### src/rtl/uart_alu_ctrl_if.sv
// Purpose: bundles the uart_rx / ALU / uart_tx facing signals of the sequencer.
// Latency: none, wiring only.
// Backpressure: none; rx and tx sides are 1-cycle strobes with no ready signal.
interface uart_alu_ctrl_if #(
  parameter int NB_DATA = 8,
  parameter int NB_OP   = 6
);
  logic [NB_DATA-1:0] i_rx_data;
  logic               i_rx_done;
  logic [NB_DATA-1:0] i_alu_result;
  logic               i_tx_done;
  logic [NB_DATA-1:0] o_data_a;
  logic [NB_DATA-1:0] o_data_b;
  logic [NB_OP-1:0]   o_op;
  logic [NB_DATA-1:0] o_tx_data;
  logic               o_tx_start;
  logic               o_busy;
  logic [1:0]         o_err;

  // Sequencer side.
  modport master (
    input  i_rx_data, i_rx_done, i_alu_result, i_tx_done,
    output o_data_a, o_data_b, o_op, o_tx_data, o_tx_start, o_busy, o_err
  );

  // UART/ALU environment side.
  modport slave (
    output i_rx_data, i_rx_done, i_alu_result, i_tx_done,
    input  o_data_a, o_data_b, o_op, o_tx_data, o_tx_start, o_busy, o_err
  );
endinterface

### src/rtl/uart_alu_ctrl.sv
// Purpose: collects A, B, opcode bytes from uart_rx, latches the ALU result, launches uart_tx.
// Latency: o_tx_start fires 2 cycles after the opcode strobe.
// Backpressure: none; bytes arriving while a result is in flight are dropped and flagged.
module uart_alu_ctrl #(
  parameter int NB_DATA        = 8,
  parameter int NB_OP          = 6,
  parameter int TIMEOUT_CYCLES = 1000000
) (
  input logic            clk,
  input logic            i_rst,
  uart_alu_ctrl_if.master bus
);
  localparam int NB_TMR = $clog2(TIMEOUT_CYCLES + 1);
  localparam logic [NB_TMR-1:0] TMR_LAST = NB_TMR'(TIMEOUT_CYCLES - 1);

  typedef enum logic [2:0] {
    S_IDLE, S_WAIT_B, S_WAIT_OP, S_EXEC, S_SEND, S_WAIT_TX
  } state_t;

  state_t             r_state, w_state_nxt;
  logic [NB_TMR-1:0]  r_timer, w_timer_nxt;
  logic [NB_DATA-1:0] r_data_a, r_data_b, r_tx_data;
  logic [NB_OP-1:0]   r_op;
  logic [1:0]         r_err;
  logic               w_ld_a, w_ld_b, w_ld_op, w_ld_tx;
  logic               w_timeout, w_overrun, w_waiting;

  // State register; reset drops straight back to IDLE even mid-transfer.
  always_ff @(posedge clk or negedge i_rst) begin
    if (!i_rst) begin
      r_state <= S_IDLE;
      r_timer <= '0;
    end else begin
      r_state <= w_state_nxt;
      r_timer <= w_timer_nxt;
    end
  end

  // Next state, inter-byte timer and load enables. A byte on the timeout
  // cycle takes priority, so the timeout only fires when no byte arrives.
  always_comb begin
    w_state_nxt = r_state;
    w_timer_nxt = '0;
    w_ld_a      = 1'b0;
    w_ld_b      = 1'b0;
    w_ld_op     = 1'b0;
    w_ld_tx     = 1'b0;
    w_waiting   = (r_state == S_WAIT_B) || (r_state == S_WAIT_OP);
    w_timeout   = w_waiting && !bus.i_rx_done && (r_timer == TMR_LAST);
    w_overrun   = bus.i_rx_done &&
                  ((r_state == S_EXEC) || (r_state == S_SEND) || (r_state == S_WAIT_TX));
    if (w_waiting && !bus.i_rx_done && !w_timeout) begin
      w_timer_nxt = r_timer + NB_TMR'(1);
    end
    case (r_state)
      S_IDLE: begin
        if (bus.i_rx_done) begin
          w_ld_a      = 1'b1;
          w_state_nxt = S_WAIT_B;
        end
      end
      S_WAIT_B: begin
        if (bus.i_rx_done) begin
          w_ld_b      = 1'b1;
          w_state_nxt = S_WAIT_OP;
        end else if (w_timeout) begin
          w_state_nxt = S_IDLE;
        end
      end
      S_WAIT_OP: begin
        if (bus.i_rx_done) begin
          w_ld_op     = 1'b1;
          w_state_nxt = S_EXEC;
        end else if (w_timeout) begin
          w_state_nxt = S_IDLE;
        end
      end
      S_EXEC: begin
        w_ld_tx     = 1'b1;
        w_state_nxt = S_SEND;
      end
      S_SEND: begin
        w_state_nxt = S_WAIT_TX;
      end
      S_WAIT_TX: begin
        if (bus.i_tx_done) begin
          w_state_nxt = S_IDLE;
        end
      end
      default: begin
        w_state_nxt = S_IDLE;
      end
    endcase
  end

  // Operand, opcode and result holding registers plus sticky error flags.
  always_ff @(posedge clk or negedge i_rst) begin
    if (!i_rst) begin
      r_data_a  <= '0;
      r_data_b  <= '0;
      r_op      <= '0;
      r_tx_data <= '0;
      r_err     <= '0;
    end else begin
      if (w_ld_a)    r_data_a  <= bus.i_rx_data;
      if (w_ld_b)    r_data_b  <= bus.i_rx_data;
      if (w_ld_op)   r_op      <= bus.i_rx_data[NB_OP-1:0];
      if (w_ld_tx)   r_tx_data <= bus.i_alu_result;
      if (w_timeout) r_err[0]  <= 1'b1;
      if (w_overrun) r_err[1]  <= 1'b1;
    end
  end

  assign bus.o_data_a   = r_data_a;
  assign bus.o_data_b   = r_data_b;
  assign bus.o_op       = r_op;
  assign bus.o_tx_data  = r_tx_data;
  assign bus.o_tx_start = (r_state == S_SEND);
  assign bus.o_busy     = (r_state != S_IDLE);
  assign bus.o_err      = r_err;
endmodule

### src/flat_wrapper.sv
// flat-port wrapper written by rule: the top's interface ports become plain ports
module uart_alu_ctrl_flat 
#(
  parameter int NB_DATA        = 8,
  parameter int NB_OP          = 6,
  parameter int TIMEOUT_CYCLES = 1000000
)
  (clk, i_rst, bus_i_rx_data, bus_i_rx_done, bus_i_alu_result, bus_i_tx_done, bus_o_data_a, bus_o_data_b, bus_o_op, bus_o_tx_data, bus_o_tx_start, bus_o_busy, bus_o_err);
  uart_alu_ctrl_if #(.NB_DATA(NB_DATA), .NB_OP(NB_OP)) bus_i ();
  input logic clk;
  input logic i_rst;
  input wire logic [$bits(bus_i.i_rx_data)-1:0] bus_i_rx_data;
  input wire logic [$bits(bus_i.i_rx_done)-1:0] bus_i_rx_done;
  input wire logic [$bits(bus_i.i_alu_result)-1:0] bus_i_alu_result;
  input wire logic [$bits(bus_i.i_tx_done)-1:0] bus_i_tx_done;
  output wire logic [$bits(bus_i.o_data_a)-1:0] bus_o_data_a;
  output wire logic [$bits(bus_i.o_data_b)-1:0] bus_o_data_b;
  output wire logic [$bits(bus_i.o_op)-1:0] bus_o_op;
  output wire logic [$bits(bus_i.o_tx_data)-1:0] bus_o_tx_data;
  output wire logic [$bits(bus_i.o_tx_start)-1:0] bus_o_tx_start;
  output wire logic [$bits(bus_i.o_busy)-1:0] bus_o_busy;
  output wire logic [$bits(bus_i.o_err)-1:0] bus_o_err;
  assign bus_i.i_rx_data = bus_i_rx_data;
  assign bus_i.i_rx_done = bus_i_rx_done;
  assign bus_i.i_alu_result = bus_i_alu_result;
  assign bus_i.i_tx_done = bus_i_tx_done;
  assign bus_o_data_a = bus_i.o_data_a;
  assign bus_o_data_b = bus_i.o_data_b;
  assign bus_o_op = bus_i.o_op;
  assign bus_o_tx_data = bus_i.o_tx_data;
  assign bus_o_tx_start = bus_i.o_tx_start;
  assign bus_o_busy = bus_i.o_busy;
  assign bus_o_err = bus_i.o_err;
  uart_alu_ctrl #(.NB_DATA(NB_DATA), .NB_OP(NB_OP), .TIMEOUT_CYCLES(TIMEOUT_CYCLES)) u_core (.clk(clk), .i_rst(i_rst), .bus(bus_i));
endmodule
### config.mk
export PLATFORM = sky130hd
export DESIGN_NAME = uart_alu_ctrl_flat
export DESIGN_NICKNAME = d
export VERILOG_FILES = /design/src/rtl/uart_alu_ctrl_if.sv /design/src/rtl/uart_alu_ctrl.sv /design/src/flat_wrapper.sv
export SDC_FILE = /design/constraint.sdc
export NUM_CORES = 1
export LEC_CHECK = 0
export BUFFER_PORTS_ARGS = -buffer_cell sky130_fd_sc_hd__buf_2
export CORE_MARGIN = 3
export CORE_UTILIZATION = 53
export DETAILED_ROUTE_END_ITERATION = 10
export PLACE_DENSITY = 0.78
export SLEW_MARGIN = 30
export SYNTH_ARGS = -nofsm -noshare
export SYNTH_HDL_FRONTEND = slang
export SYNTH_SLANG_ARGS = --single-unit
### constraint.sdc
create_clock -name clk -period 2.7 [get_ports clk]
set_input_delay 0.54 -clock clk [delete_from_list [all_inputs] [get_ports clk]]
set_output_delay 0.54 -clock clk [all_outputs]
set_load 0.02 [all_outputs]
# == Yosys cells after proc, flatten, opt, wreduce, memory -nomap -nowiden ==
# Index checks and enable logic that the tools add are counted.
# totals
word_cells,41
out_inout_bits,34
input_bits,20
reg_bits,55
# classes
n_reduce_logical,12
muxes,12
eq_ne,8
n_addsub,1
# op_table
cell,count
"20-bit by 1-bit adder with 20-bit output, second input constant",1
"20-bit equality test, second input constant",1
20-bit 2-to-1 mux,1
3-bit one-hot mux with 6 select lines,1
3-bit 2-to-1 mux,5
"3-bit by 2-bit equality test with 1-bit output, second input constant",2
"3-bit equality test, second input constant",2
1-bit 2-to-1 mux,5
1-bit logical AND,4
"2-bit inequality test, second input constant",2
"3-bit by 1-bit equality test with 1-bit output, second input constant",1
3-bit zero test,1
1-bit logical OR,3
3-bit nonzero test,1
1-bit zero test,2
2-bit AND reduction,1

# == Logic depth before layout (Yosys ltp) ==
# Gate-level depths: netlist (run 1).
# depth
ltp_word,7
mapped_depth,6
depth_no_buf,5

# == Worst setup path after synthesis (run 1) ==
# OpenSTA, ideal clock, no wires.
# synth_timing
path_kind,flip-flop to flip-flop
from,reg u_core.r_timer[6]
to,reg u_core.r_timer[19]
path_buffers,0
synth_period_minus_slack_ns,2.009
path_stages_with_launch,5
slack_ns,0.691
required_ns,2.575
t_arrival_ns,1.883
setup_ns,0.125
path_cell_list,dfrtp_1 > nand3_1 > nor4_1 > mux2_2 > a2111oi_0
# synth_via
elab_chain_cells,5
elab_cells_between_ends,6
cone_classes,add/sub: 1; eq/ne: 1; mux: 1; reduce/logical: 3
# synth_rtl
item,line_no,text
"start, declared",uart_alu_ctrl.sv:21,"logic [NB_TMR-1:0] r_timer, w_timer_nxt;"
"start signal, assigned",uart_alu_ctrl.sv:35,r_timer <= w_timer_nxt;
"parallel branches: the longest is 4 deep, another holds 20-bit by 1-bit adder with 20-bit output",--,
20-bit 2-to-1 mux (*),uart_alu_ctrl.sv:52,if (w_waiting && !bus.i_rx_done && !w_timeout) begin
named net u_core.w_timer_nxt[19],uart_alu_ctrl.sv:21,
# Mark *: on every way through the listed nets, which the timed path passes.
# A chain may end at the register's enable or synchronous reset.

# == Worst setup path after layout (run 1) ==
# layout_timing
from,reg u_core.r_timer[8]
to,reg u_core.r_timer[11]
# Same word-level chain as after synthesis.

==> flow_summary.ini, run 1 <==
[min_path]
min_path_type = in -> async

[timing]
finalHoldWorstSlack_ns = 0.262
fin_crit_sh = 0.822
finClkSkew_ns = 0.00885
final_setup_violations = 0
final_hold_viol_count = 0
least_margin_pin_slew_ns = 0.685
max_slew_margin = 0.544
setup_tns_ns = 0
setup_repair_after_global_routing_missed_its_margin = false
report.final.slew_viol_count = 0
layout_min_cycle_time_ns = 2.22
setup_ws_ns = 0.481
maxClockFrequency_mhz = 451

[placement]
post-dp-hpwl_um = 3480
buffer_ports.inserted = 53
placed_area_mm2 = 0.00273
dpl_worst_slack_ns = 0.480
dp_cells = 303
place_congestion = 0.783

[power_and_ir_drop]
power.density_cell_area_mw_per_mm2 = 992
design_power_mw = 2.80
max-vdd-ir-drop_mv = 0.701
p_leak_nw = 1.22

[floorplan]
die-height_um = 73.2
initial_utilization = 0.573
core.rowCount = 23
floorplan.die_area_mm2 = 0.00535
die_x_um = 73.2
core_mm2 = 0.00417
io_pins = 54

[clocking]
tritoncts.num_buffers = 5
postCtsSetupBuffers = 0
cts.repair.resized = 0
clock_tree.buffer_depth = 2
htreeDepth = 2
clock_sink_count = 55
hold_buffers = 0
worstSkewPairLatency_ns = 0.31
cts_tree = built
clock_slew_at_the_register_clock_pins_of_the_worst_setup_and_hold_paths_ns = 0.10
clock-root-buffer = clkbuf_8

[drt]
wire_per_inst_um = 15.0
postRouteWirelength_um = 4670
dr_total_vias = 1673
drt_pre_antenna_iters = 4
first_iter_violations = 110
antenna_violating_nets_left = 0
drt_drc_violations_left = 0
vias_per_cell = 5.38

[critical_path]
critical_path_fanouts_max = 8
crit_required_ns = 2.90
worstPathArrival_ns = 2.42
timing.setup.critical_path_class = reg -> reg
worstSetupEndpointType = register
critical_path_startpoint_category = register

[status]
outcome = finished clean

[finish]
final_cell_count_no_fill = 311
most_common_cell_after_layout_fill_and_taps_aside = dfrtp_1
final_util = 0.676
antenna_cells = 0
final_design_area_no_fill_mm2 = 0.00282
syn_to_final_growth_pct = 18.1
top_library_cells_by_usage_in_the_layout_fill_and_taps_aside = dfrtp_1, buf_2, mux2_2
drive_above_1_share = 0.383
final_layout_net_count = 281

[logic_synthesis]
yosysUniqueCellTypes = 31
netlist_area_before_placement_mm2 = 0.00239
yosysWarnings = 0
mapped_avg_cell_area_um2 = 12.0
ys_seq_area_frac = 0.576
synth_seq_cells = 55
synth_fp_nets = 221
syn_inst_count = 200

[global_routing]
grt_pass1_vias = 1721
globalRouteOverflowTotal = 0
grt_usage = 0.194
grt_first_pass_wirelength_um = 7960
largest_net_degree_at_the_start_of_global_routing = 33
number_of_antenna_violations_at_the_first_check_in_global_routing = 0

[flow_run]
max_cap_violations = 0
cell usage after synthesis:
cell       instances  share of area
mux2i_1            4          0.017
or3_1              2         0.0052
o21ai_2            1         0.0037
or4b_1             1         0.0042
nor2_1            23          0.036
and4_1             1         0.0037
and3_1             1         0.0026
xnor2_1           14          0.051
nor2b_1            3         0.0079
xor2_1             1         0.0037
a21oi_1            1         0.0021
ha_1               1         0.0052
a2111oi_0          1         0.0037
mux2_2            31           0.15
nand2b_1           1         0.0026
dfrtp_1           55           0.58
nor3_1             9          0.019
clkbuf_1           5         0.0079
nor4_1             8          0.021
o21ai_0            3         0.0063
a2bb2oi_1          1         0.0037
or4_4              1         0.0047
nand4_1            5          0.013
a21o_1             1         0.0031
and2_1             2         0.0052
nand3_1            6          0.013
or2_2              1         0.0026
a31oi_1            1         0.0026
inv_1              5         0.0079
nand2_1           10          0.016
buf_6              1         0.0047
layer usage:
| layer | wire length [µm] | GRT usage | share of wire | vias up |
|---|---|---|---|---|
| met5 | 0 | 0 | 0 | - |
| met4 | 72 | 0.0779 | 0.015 | 0 |
| met3 | 237 | 0.0455 | 0.051 | 8 |
| met2 | 2300 | 0.311 | 0.49 | 48 |
| met1 | 2060 | 0.255 | 0.44 | 796 |
| li1 | - | - | - | 821 |
state kept, by name, summed over array words and instances, names as in the netlist:
| signal | flops |
|---|---|
| u_core.bus.o_data_a | 8 |
| u_core.bus.o_err | 2 |
| u_core.r_state | 3 |
| u_core.bus.o_data_b | 8 |
| u_core.r_timer | 20 |
| u_core.bus.o_tx_data | 8 |
| u_core.bus.o_op | 6 |
report_power, final:
group | internal [mW] | total [mW] | switching [mW]
Clock | 0.187 | 0.456 | 0.269
Sequential | 1.08 | 1.24 | 0.156
Combinational | 0.469 | 1.10 | 0.635
Total | 1.74 | 2.80 | 1.06
final timing paths:
kind	slack [ns]	cells past startpoint	endpoint	from
hold / removal	0.26	1	u_core.r_timer[2]	i_rst
setup / recovery	0.48	5	u_core.r_timer[11]	u_core.r_timer[8]
hold reg to reg	0.47	1	u_core.bus.o_err[1]	u_core.bus.o_err[1]
min in group clk	0.45	2	u_core.bus.o_tx_data[6]	bus_i_alu_result[6]
max in group asynchronous	1.78	2	u_core.bus.o_err[0]	i_rst
setup reg to reg	0.48	5	u_core.r_timer[11]	u_core.r_timer[8]
kinds of logic (layout without fill, tap and decap cells):
kind of cell | after synthesis | after routing | share of synthesized area
flops | 55 | 55 | 0.576
xor+xnor | 15 | 15 | 0.0549
simple gates | 74 | 74 | 0.156
buf+inv | 11 | 72 | 0.0204
compound gates | 9 | 9 | 0.0251
mux | 35 | 35 | 0.163
fa+ha+maj | 1 | 1 | 0.00523
area by class of cell:
class,count,area (µm²)
clock buffer,6,72.6
clock inverter,2,16.3
fill,332,1350
inverter,5,18.8
multi-input combinational,134,966
sequential,55,1380
tap,50,62.6
timing repair buffer,59,310
worst max-delay path, cell delays in order, from the launching register on:
cell,delay [ns]
dfrtp_1,0.43
or4b_1,0.53
or4_4,0.54
o21ai_2,0.33
buf_4,0.22
nor2_1,0.05
(Power assumes the default switching activity.)
==> inputs of run 2 (changes only) <==
Settings changed: ABC_AREA set to 1, CORE_UTILIZATION 53 to 49, PLACE_DENSITY 0.78 to 0.76.
Clock period 2.7 ns to 2 ns, I/O delays scaled along.
==> run 2 against run 1 <==
  * Global-route usage decreased by 0.79 points
  * Sequential power up 31%
  * Final area is 5.3% higher
  * Critical path type is now reg -> out
  * Clock skew is 0.0029 ns lower
  * Largest power group unchanged
==> flow_summary.ini, run 2 <==
[status]
outcome = finished clean

[placement]
place_congestion = 0.934
buffer_ports.inserted = 53
dp_cells = 420
post-dp-hpwl_um = 3860

[logic_synthesis]
yosysUniqueCellTypes = 27
ys.flop_type = dfrtp_1
yosysTopAreaCellShare = 0.542
netlist_area_before_placement_mm2 = 0.00254
synth_seq_cells = 55
yosysMostFrequentCell = nand2_1
synth_fp_nets = 325
combinational_family_with_the_most_area_after_synthesis = simple AND/OR/NAND/NOR gates
synth_edf_count = 0
yosysWarnings = 0
synthXorXnorAreaFrac = 0.0345
post_synthesis_simple_gate_area_fraction = 0.292
ys_seq_area_frac = 0.542
postSynth.asyncResetShare = 1.00
fraction_of_the_mapped_netlist_area_in_compound_gates = 0.0635
dominant_cell_type_by_area_after_synthesis = dfrtp_1
yosys-top-cells-count = nand2_1, dfrtp_1, nor2_1
synthMuxAreaShare = 0
dominant_cells_by_area_after_synthesis = dfrtp_1, nand2_1, nor2_1
yosys.area_share.adder = 0.00493
mapped_avg_cell_area_um2 = 8.36
syn_inst_count = 304

[critical_path]
critical_path_startpoint_category = register
worstReg2RegEnd = u_core.r_timer[16]
crit_required_ns = 1.60
regToRegSetupSlack_ns = 0.47
worstSetupEndpointType = primary output
critical_path_fanouts_max = 7
worstPathCellList = nor2_2, inv_1, nor2_1, buf_2
critical-path-slowest-cell = dfrtp_1
r2r-start = u_core.r_timer[0]
worstPathArrival_ns = 1.32
critical-path-max-stage-delay_ns = 0.48
timing.setup.critical_path_class = reg -> out
reg2regPathDepth = 6

[timing]
max_slew_margin = 0.661
maxClockFrequency_mhz = 580
setup_tns_ns = 0
least_margin_pin_slew_ns = 0.507
fin_crit_sh = 0.862
report.final.slew_viol_count = 0
final_setup_violations = 0
layout_min_cycle_time_ns = 1.72
final_hold_viol_count = 0
finClkSkew_ns = 0.00596
finalHoldWorstSlack_ns = 0.0400
setup_repair_after_global_routing_missed_its_margin = false

[floorplan]
initial_utilization = 0.521
die-height_um = 78.0
core.rowCount = 25
floorplan.die_area_mm2 = 0.00608
io_pins = 54
core_mm2 = 0.00488
die_x_um = 78.0

[flow_run]
max_cap_violations = 0

[drt]
first_iter_violations = 136
antenna_violating_nets_left = 0
route.top_layer_used = met4
drt_drc_violations_left = 0
met3_length_um = 311
postRouteWirelength_um = 5150
wire_per_inst_um = 12.0
drt_pre_antenna_iters = 4
vias_per_cell = 4.88
wl_met1_um = 2350
wl_met2_um = 2460
dr_total_vias = 2089

[finish]
multi_input_comb_area_mm2 = 0.00100
antenna_cells = 0
seq_area_mm2 = 0.00138
drive_above_1_share = 0.213
most_common_cell_after_layout_fill_and_taps_aside = nand2_1
largest_register_ffs = 20
max_flop_register = u_core.r_timer
syn_to_final_growth_pct = 17.0
final_layout_net_count = 381
final_cell_count_no_fill = 428
fillers = 450
top_library_cells_by_usage_in_the_layout_fill_and_taps_aside = nand2_1, dfrtp_1, buf_2

[power_and_ir_drop]
power.density_cell_area_mw_per_mm2 = 1230
design_power_mw = 3.66
p_leak_nw = 1.48
max-vdd-ir-drop_mv = 0.746

[clocking]
worstSkewPairLatency_ns = 0.32
clock_tree.buffer_depth = 2
clock-root-buffer = clkbuf_8
clock_slew_at_the_register_clock_pins_of_the_worst_setup_and_hold_paths_ns = 0.10
cts_tree = built
clock_sink_count = 55
tritoncts.num_buffers = 5
hold_buffers = 0
postCtsSetupBuffers = 0
cts.repair.resized = 0
htreeDepth = 2

[global_routing]
globalRouteOverflowTotal = 0
grt_first_pass_wirelength_um = 9130
grt_pass1_vias = 2081
largest_net_degree_at_the_start_of_global_routing = 36
number_of_antenna_violations_at_the_first_check_in_global_routing = 0
grt_usage = 0.187

[min_path]
min_path_type = in -> async
==> run 2: cell count changes in the layout (fill, tap and decap cells not counted), sizes merged, moves of 3 or more <==
cell,change
xnor2,-12
buf,-5
mux2,-31
inv,+31
o21ai,+23
xor2,+7
nand3,+9
nand2,+75
nor4,-8
nor3,+3
nor2,+26
mux2i,-4
nor2b,-3
==> run 2: layout make-up <==
type,count,area share
sequential,55,0.463
multi-input combinational,210,0.338
timing repair buffer,54,0.0960
inverter,34,0.0429
tap,67,0.0282
clock buffer,5,0.0232
clock inverter,3,0.00884
==> run 2: worst max path at each step <==
stage	from	endpoint	slack (ns)	depth (start not counted)
detailed placement	u_core.r_timer[0]	u_core.r_timer[16]	0.47	6
floorplan	u_core.r_timer[0]	u_core.r_timer[14]	0.60	7
global route	u_core.r_state[1]	bus_o_tx_start	0.17	4
global placement	u_core.r_timer[0]	u_core.r_timer[16]	0.55	6
CTS	u_core.r_state[1]	bus_o_tx_start	0.27	4
finish	u_core.r_state[1]	bus_o_tx_start	0.28	4
==> run 2: stage by stage <==
stage | worst slack, ns | util | cell area (µm²)
2_1_floorplan | 0.602 | - | 2540
3_3_place_gp | 0.548 | 0.589 | 2880
3_5_place_dp | 0.475 | 0.589 | 2880
4_1_cts | 0.266 | 0.609 | 2970
5_1_grt | 0.174 | 0.609 | 2970
6_report | 0.275 | 0.609 | 2970
==> run 2: cells by family after synthesis <==
| family | Yosys count |
|---|---|
| AND/OR/NAND/NOR | 169 |
| adder cells (fa/ha/maj) | 1 |
| XOR/XNOR | 10 |
| AO/OA/AOI/OAI | 30 |
| buffers and inverters | 39 |
| flip-flops | 55 |
==> run 2: critical path: cells and delay by family, from the launching register on <==
family | cells | cell delay, ns
simple gates | 2 | 0.28
flops | 1 | 0.48
buf+inv | 2 | 0.25
==> run 2: where the power goes <==
part / switching (mW) / total, mW / internal [mW]
Clock: 0.390 / 0.651 / 0.261
Sequential: 0.186 / 1.62 / 1.43
Combinational: 0.935 / 1.39 / 0.451
Total: 1.51 / 3.66 / 2.15
==> run 2: routing by layer <==
layer  vias to the layer above  GRT usage
met5                         -          0
met4                         0     0.0455
met3                         4     0.0580
met2                        47      0.313
met1                       968      0.236
li1                       1070          -
